**config.mk**
```make
export PLATFORM = sky130hd
export DESIGN_NAME = pll_config_sequencer
export DESIGN_NICKNAME = d
export VERILOG_FILES = /design/src/rtl/pll_seq_pkg.sv /design/src/rtl/pll_seq_timer.sv /design/src/rtl/pll_config_sequencer.sv
export SDC_FILE = /design/constraint.sdc
export NUM_CORES = 1
export LEC_CHECK = 0
export ABC_AREA = 0
export CAP_MARGIN = 10
export CORE_MARGIN = 2
export CORE_UTILIZATION = 30
export CTS_CLUSTER_SIZE = 24
export DETAILED_ROUTE_END_ITERATION = 12
export GPL_TIMING_DRIVEN = 0
export PLACE_DENSITY = 0.62
export SETUP_SLACK_MARGIN = 0.2
export SYNTH_ARGS = -nofsm -noshare
export SYNTH_HDL_FRONTEND = slang
export SYNTH_HIERARCHICAL = 1
export SYNTH_SLANG_ARGS = --single-unit
```
**constraint.sdc**
```tcl
create_clock -name clock -period 8.1 [get_ports clock]
set_clock_uncertainty 0.1 [all_clocks]
set_input_delay 0.81 -clock clock [delete_from_list [all_inputs] [get_ports clock]]
set_output_delay 0.81 -clock clock [all_outputs]
set_load 0.02 [all_outputs]
```
**src/rtl/pll_seq_pkg.sv**
```systemverilog
// Shared types and widths for the PLL configuration sequencer.
package pll_seq_pkg;

  localparam int unsigned PLL_DIV_W  = 5;
  localparam int unsigned PLL_TRIM_W = 26;
  localparam logic [PLL_DIV_W-1:0] PLL_DIV_MIN = 5'd2;

  typedef enum logic [1:0] {
    StOff,
    StHold,
    StSettle,
    StLocked
  } pll_seq_state_e;

endpackage

```
**src/rtl/pll_seq_timer.sv**
```systemverilog
// Loadable down-counter with zero flag; saturates at zero instead of wrapping.
module pll_seq_timer #(
  parameter int unsigned Width = 4
) (
  input  logic             clock,
  input  logic             reset,
  input  logic             load,
  input  logic [Width-1:0] load_value,
  output logic             zero
);

  logic [Width-1:0] count_q, count_d;

  always_comb begin
    count_d = count_q;
    if (load) begin
      count_d = load_value;
    end else if (count_q != '0) begin
      count_d = count_q - Width'(1);
    end
  end

  always_ff @(posedge clock) begin
    if (reset) begin
      count_q <= '0;
    end else begin
      count_q <= count_d;
    end
  end

  assign zero = (count_q == '0);

endmodule

```
**src/rtl/pll_config_sequencer.sv**
```systemverilog
// Sequences PLL configuration requests: reset hold, apply settings, release, settle, ready.
module pll_config_sequencer
  import pll_seq_pkg::*;
#(
  parameter int unsigned           HOLD_CYCLES   = 4,
  parameter int unsigned           SETTLE_CYCLES = 1024,
  parameter logic [PLL_DIV_W-1:0]  DIV_RST       = 5'd4
) (
  input  logic                  clock,
  input  logic                  reset,
  input  logic                  cfg_valid,
  output logic                  cfg_ready,
  input  logic                  cfg_enable,
  input  logic                  cfg_dco,
  input  logic [PLL_DIV_W-1:0]  cfg_div,
  input  logic [PLL_TRIM_W-1:0] cfg_trim,
  output logic                  cfg_err,
  output logic                  pll_reset_n,
  output logic                  pll_enable,
  output logic                  pll_dco,
  output logic [PLL_DIV_W-1:0]  pll_div,
  output logic [PLL_TRIM_W-1:0] pll_ext_trim,
  output logic                  pll_ready
);

  localparam int unsigned CntMax = (HOLD_CYCLES > SETTLE_CYCLES) ? HOLD_CYCLES : SETTLE_CYCLES;
  localparam int unsigned CntW   = $clog2(CntMax + 1);

  pll_seq_state_e state_q, state_d;

  logic                  err_q, err_d;
  logic                  rst_n_q, rst_n_d;
  logic                  enable_q, enable_d;
  logic                  dco_q, dco_d;
  logic [PLL_DIV_W-1:0]  div_q, div_d;
  logic [PLL_TRIM_W-1:0] trim_q, trim_d;
  logic                  ready_q, ready_d;

  logic            timer_load;
  logic [CntW-1:0] timer_value;
  logic            timer_zero;

  logic accept;
  logic illegal;
  logic fast_path;

  assign cfg_ready = (state_q == StOff) || (state_q == StLocked);
  assign accept    = cfg_valid && cfg_ready;
  assign illegal   = cfg_enable && !cfg_dco && (cfg_div < PLL_DIV_MIN);
  // Trim/div retune in DCO mode needs no reset: the controller is already held off.
  assign fast_path = (state_q == StLocked) && dco_q && cfg_enable && cfg_dco;

  pll_seq_timer #(
    .Width (CntW)
  ) u_timer (
    .clock      (clock),
    .reset      (reset),
    .load       (timer_load),
    .load_value (timer_value),
    .zero       (timer_zero)
  );

  always_comb begin
    state_d     = state_q;
    err_d       = err_q;
    rst_n_d     = rst_n_q;
    enable_d    = enable_q;
    dco_d       = dco_q;
    div_d       = div_q;
    trim_d      = trim_q;
    ready_d     = ready_q;
    timer_load  = 1'b0;
    timer_value = '0;

    unique case (state_q)
      StOff, StLocked: begin
        if (accept) begin
          if (illegal) begin
            err_d = 1'b1;
          end else begin
            err_d = 1'b0;
            if (!cfg_enable) begin
              state_d  = StOff;
              enable_d = 1'b0;
              rst_n_d  = 1'b0;
              ready_d  = 1'b0;
            end else if (fast_path) begin
              div_d  = cfg_div;
              trim_d = cfg_trim;
            end else begin
              state_d     = StHold;
              enable_d    = 1'b1;
              rst_n_d     = 1'b0;
              ready_d     = 1'b0;
              dco_d       = cfg_dco;
              div_d       = cfg_div;
              trim_d      = cfg_trim;
              timer_load  = 1'b1;
              timer_value = CntW'(HOLD_CYCLES - 1);
            end
          end
        end
      end
      StHold: begin
        if (timer_zero) begin
          state_d     = StSettle;
          rst_n_d     = 1'b1;
          timer_load  = 1'b1;
          timer_value = CntW'(SETTLE_CYCLES - 1);
        end
      end
      StSettle: begin
        if (timer_zero) begin
          state_d = StLocked;
          ready_d = 1'b1;
        end
      end
      default: state_d = StOff;
    endcase
  end

  always_ff @(posedge clock) begin
    if (reset) begin
      state_q  <= StOff;
      err_q    <= 1'b0;
      rst_n_q  <= 1'b0;
      enable_q <= 1'b0;
      dco_q    <= 1'b0;
      div_q    <= DIV_RST;
      trim_q   <= '0;
      ready_q  <= 1'b0;
    end else begin
      state_q  <= state_d;
      err_q    <= err_d;
      rst_n_q  <= rst_n_d;
      enable_q <= enable_d;
      dco_q    <= dco_d;
      div_q    <= div_d;
      trim_q   <= trim_d;
      ready_q  <= ready_d;
    end
  end

  assign cfg_err      = err_q;
  assign pll_reset_n  = rst_n_q;
  assign pll_enable   = enable_q;
  assign pll_dco      = dco_q;
  assign pll_div      = div_q;
  assign pll_ext_trim = trim_q;
  assign pll_ready    = ready_q;

endmodule

```
-- After elaboration in Yosys (flattened, before gate mapping)
Index checks and enable logic that the tools add are counted.
- $add $sub $neg: 1
- order comparisons: 1
- eq/ne operators: 9
- mux-type cells: 31
- bitwise operators: 2
- reduce and logical (&&, ||, !) cells: 22
- operator list (operator ; number):
    2-to-1 mux 11 bit ; 2
    2-to-1 mux 2 bit ; 10
    one-hot mux 10 bit (2 select lines) ; 1
    AND reduction 5 bit ; 4
    2-to-1 mux 1 bit ; 13
    zero test 11 bit ; 1
    nonzero test 11 bit ; 1
    subtractor 11 x 1 -> 11 bit, second input constant ; 1
    2-to-1 mux 10 bit ; 1
    inequality test 2 bit, second input constant ; 5
    AND reduction 4 bit ; 2
    logical AND 1 bit ; 6
    one-hot mux 1 bit (2 select lines) ; 3
    one-hot mux 2 bit (3 select lines) ; 1
    nonzero test 2 bit ; 3
    < comparator 5 x 2 -> 1 bit, second input constant ; 1
    == test 2 bit, second input constant ; 2
    inequality test 3 bit, second input constant ; 1
    == test 2 x 1 -> 1 bit, second input constant ; 1
    zero test 2 bit ; 1
    inverter 1 bit ; 2
    AND reduction 2 bit ; 1
    OR reduction 2 bit ; 1
    zero test 1 bit ; 1
    logical OR 1 bit ; 1
- bits in registers: 49
- bits of input ports: 36
- output and inout bits: 37
- logic and storage cells: 75

-- Depth between registers and ports, before layout
- depth in word-level cells: 10
- gate-level depth with buffers: 10
- mapped depth without buffers: 9

-- By module
Netlist, hierarchy kept.
- modules (own cells, without submodules) (module ; times used ; cells each ; area each (um^2) ; seq. area each (um^2)):
    pll_config_sequencer ; 1 ; 185 ; 1562.7 ; 760.7
    pll_seq_timer ; 1 ; 72 ; 626.9 ; 220.2

-- Worst setup path after synthesis
No wires, ideal clock.
- kind: register to register
- from: register u_timer.count_q[0]
- to: register u_timer.count_q[0]
- library setup time: 0.122 ns
- data arrival time: 2.762 ns
- data required time: 7.878 ns
- path slack: 5.116 ns
- stages on the path, launching flop included: 11
- path buffers: 1
- clock period less this slack: 2.984 ns
- path through: dfxtp_1 inv_1 ha_1 or4b_1 buf_2 nor4_4 and3_1 a31o_2 clkinv_1 and4_1 a311o_1
- longest elaborated chain between the ends: 4
- elaborated cells on any way between the ends: 10
- those cells by class: add/sub: 1; mux: 6; reduce/logical: 3
- ends and longest elaborated chain (element ; RTL line ; source):
    start: declaration ; pll_seq_timer.sv:12 ; logic [Width-1:0] count_q, count_d;
    start signal: assignment ; pll_seq_timer.sv:27 ; count_q <= count_d;
    zero test 11 bit (*) ; pll_seq_timer.sv:31 ; assign zero = (count_q == '0);
    net timer_zero ; pll_config_sequencer.sv:41 ; logic timer_zero;
    2-to-1 mux 1 bit (*) ; pll_config_sequencer.sv:105 ; if (timer_zero) begin
    one-hot mux 1 bit (2 select lines) (*) ; pll_config_sequencer.sv:75 ; unique case (state_q)
    net timer_load ; pll_config_sequencer.sv:39 ; logic timer_load;
    2-to-1 mux 11 bit / nonzero test 2 bit (equally long branches) ; -- ;
Mark *: on every way through the listed nets, which the timed path passes. The rest lies on a longest branch. The select of a mux whose other input is x is not followed.
A chain may end at the register's enable or synchronous reset.

-- Worst setup path in the final report
Ends and elaborated chain as after synthesis.

==> metrics.txt <==
status finished clean; Worst-path clk slew 0.11 ns; worst-margin pin slew 0.573 ns; fmax 288 MHz; Layout Cells excl Fill 436; Root Driver clkbuf_8; Total GRT Usage 0.140; endpoint class of the critical path register; P_sw 0.364 mW; num ports 73; ys flop type dfxtp_1; Syn Inst Count 257; Switching Share 0.400; CTS resizes 0; first-pass GRT wire length 8760 microns; fraction of final layout cells sized beyond drive strength 1 0.0979; crit path launch type register; Layout area overhead 43.0%; Die H 89.4 microns; post-synthesis sequential area ratio 0.448; PwrDens 290 nW/um^2; final slew viol count 0; later-pin clock latency in the skew report 0.31 ns; H-tree level count 2; n_diodes 0; Tmin final 3.47 ns; die area 8000 sq um; Clock power frac 0.173; drt first pass iters 4; worst path required time 8.20 ns; reg2reg start u_timer/count_q[0]; Worst slew margin 0.615; Final setup viols 0; mean routed wirelength per cell 12.6 microns; crit path kind register to register; Post-DRT Antenna Nets 0; via count 2034; final-report hold violation count 0; CP Launch Point u_timer/count_q[0]; drt initial violations 63; maxcap violations 0; CTS Buffer Depth 2; RSZ-0062 raised after global routing no; Post-synth EDFFs 0; filler cell count 708; vias per cell 4.67; CTS sink count 49; Num CTS Buffers 5; share of flip-flops with an asynchronous set or reset 0; HP Start pll_div[4]; Arr. time, crit path 3.57 ns; syn nets 297; yosys warns 6; starting density of the core 0.305; grt ovf 0; Seq pwr share 0.365; Min-Delay Path Class register to register; static leakage 1.11 nW; flops & latches, synth 49; vias in the first global route 1893; Post-Place Cells 428; Distinct cells, synth 48; Max IR drop VDD 97.9 uV; postcts setup bufs 0; Final Cycle Share 0.428; fin nets 376; CTS tree yes; Mapped Area 2190 sq um; final wirelength 5500 microns; core area 7180 sq um; chip width 89.4 microns; internal power 0.545 mW; post-cts hold buffer count 0; RD Place Congestion 0.794; DR DRC count 0; pin count of the biggest net entering global routing 19; combinational share of power 0.462; initial antenna violation count 0; IO Port Bufs 72; Post-DP HPWL 3970 microns; Rows 31; Setup TNS 0 ns; Avg Inst Size Synth 8.52 sq um; worst-path maximum fanout 11
sequential cells by signal, summed over array words and instances, names as in the netlist:
name / flops
pll_dco: 1
u_timer/count_q: 11
cfg_err: 1
pll_enable: 1
pll_ext_trim: 26
pll_div: 5
pll_reset_n: 1
state_q: 2
pll_ready: 1
metrics by stage:
| step | worst slack (ns) | utilization | hold WS, ns | power [mW] | area [sq um] |
|---|---|---|---|---|---|
| 6_report | 4.63 | 0.436 | 0.361 | 0.909 | 3130 |
| 3_3_place_gp | 4.64 | 0.423 | 0.341 | 0.754 | 3030 |
| 3_5_place_dp | 4.64 | 0.423 | 0.347 | 0.759 | 3030 |
| 5_1_grt | 4.34 | 0.436 | 0.382 | 0.982 | 3130 |
| 2_1_floorplan | 5.12 | - | 0.387 | 0.629 | 2190 |
| 4_1_cts | 4.62 | 0.436 | 0.363 | 0.921 | 3130 |
per-layer routing:
layer / routed length [microns] / vias to the layer above / GRT usage / share of wire
met5: 0 / - / 0 / 0
met3: 371 / 6 / 0.0489 / 0.068
met4: 48 / 0 / 0.0366 / 0.0087
met1: 2560 / 932 / 0.185 / 0.47
li1: - / 1052 / - / -
met2: 2520 / 44 / 0.219 / 0.46
cell usage in the layout, fill, tap and decap left out, types with 2 or more instances in the layout:
cell / n
a2111oi_0: 2
a211o_1: 4
a211oi_1: 2
a21oi_1: 30
a21oi_2: 8
a311oi_1: 2
buf_2: 4
buf_6: 4
clkbuf_1: 5
clkbuf_8: 5
clkdlybuf4s50_1: 72
dfxtp_1: 49
ha_1: 4
inv_1: 9
nand2_1: 73
nand3_1: 2
nand4_1: 2
nor2_1: 9
nor3_1: 2
nor4_1: 2
o211ai_1: 2
o211ai_4: 2
o21ai_0: 4
o221a_2: 2
o31ai_1: 2
o41ai_1: 2
or3_1: 2
or4_1: 4
xnor2_1: 3
synth_stat cells, drive strengths merged, types with 2 or more instances:
library cell | n | area share
nand2 | 73 | 0.13
dfxtp | 49 | 0.45
a21oi | 38 | 0.10
buf | 9 | 0.031
inv | 9 | 0.015
nor2 | 9 | 0.015
clkbuf | 5 | 0.0086
or4 | 5 | 0.019
a211o | 4 | 0.016
ha | 4 | 0.023
nor4 | 4 | 0.021
o211ai | 4 | 0.026
o21ai | 4 | 0.0091
xnor2 | 3 | 0.012
a2111oi | 2 | 0.0080
a211oi | 2 | 0.0069
a311oi | 2 | 0.0080
nand3 | 2 | 0.0046
nand4 | 2 | 0.0057
nor3 | 2 | 0.0046
o221a | 2 | 0.010
o31ai | 2 | 0.0069
o41ai | 2 | 0.0080
or3 | 2 | 0.0057
cell families (layout without fill, tap and decap cells):
group | Yosys count | after routing | share of synthesized area
other | 1 | 1 | 0.00171
adder cells (fa/ha/maj) | 4 | 4 | 0.0229
AO/OA/AOI/OAI | 68 | 68 | 0.225
multiplexers | 1 | 1 | 0.00457
XOR/XNOR | 3 | 3 | 0.0120
AND/OR/NAND/NOR | 107 | 107 | 0.229
buffers and inverters | 24 | 104 | 0.0571
flip-flops | 49 | 49 | 0.448
path summary, 6_finish.rpt:
kind / to / slack (ns) / depth (start not counted)
hold reg to reg: pll_div[4] / 0.36 / 2
setup / recovery: u_timer/count_q[0] / 4.63 / 10
hold / removal: pll_div[4] / 0.36 / 2
setup reg to reg: u_timer/count_q[0] / 4.63 / 10
critical path: stages, from the launching register on:
cell and delay [ns]:
dfxtp_1 0.36, inv_1 0.07, ha_1 0.19, or4b_1 0.43, buf_2 0.18, nor4_4 0.51, and3_1 0.46, a31o_2 0.26
clkinv_1 0.27, and4_1 0.27, a311o_1 0.26
final cells by class:
cell class / count / area [sq um] / area share
Sequential cell: 49 / 981 / 0.313
Clock buffer: 5 / 68.8 / 0.0220
Buffer: 14 / 87.6 / 0.0280
Timing Repair Buffer: 72 / 721 / 0.230
Inverter: 10 / 37.5 / 0.0120
Tap cell: 99 / 124 / 0.0396
Clock inverter: 3 / 28.8 / 0.00919
Multi-Input combinational cell: 184 / 1080 / 0.346
power groups by stage:
stage	Clock [mW]	Sequential, mW	Combinational (mW)
2_1_floorplan	0	0.352	0.277
3_3_place_gp	0	0.335	0.419
3_5_place_dp	0	0.337	0.421
4_1_cts	0.165	0.332	0.424
5_1_grt	0.172	0.340	0.470
6_report	0.158	0.332	0.420
Note: power is estimated with default switching activity, not from simulation.
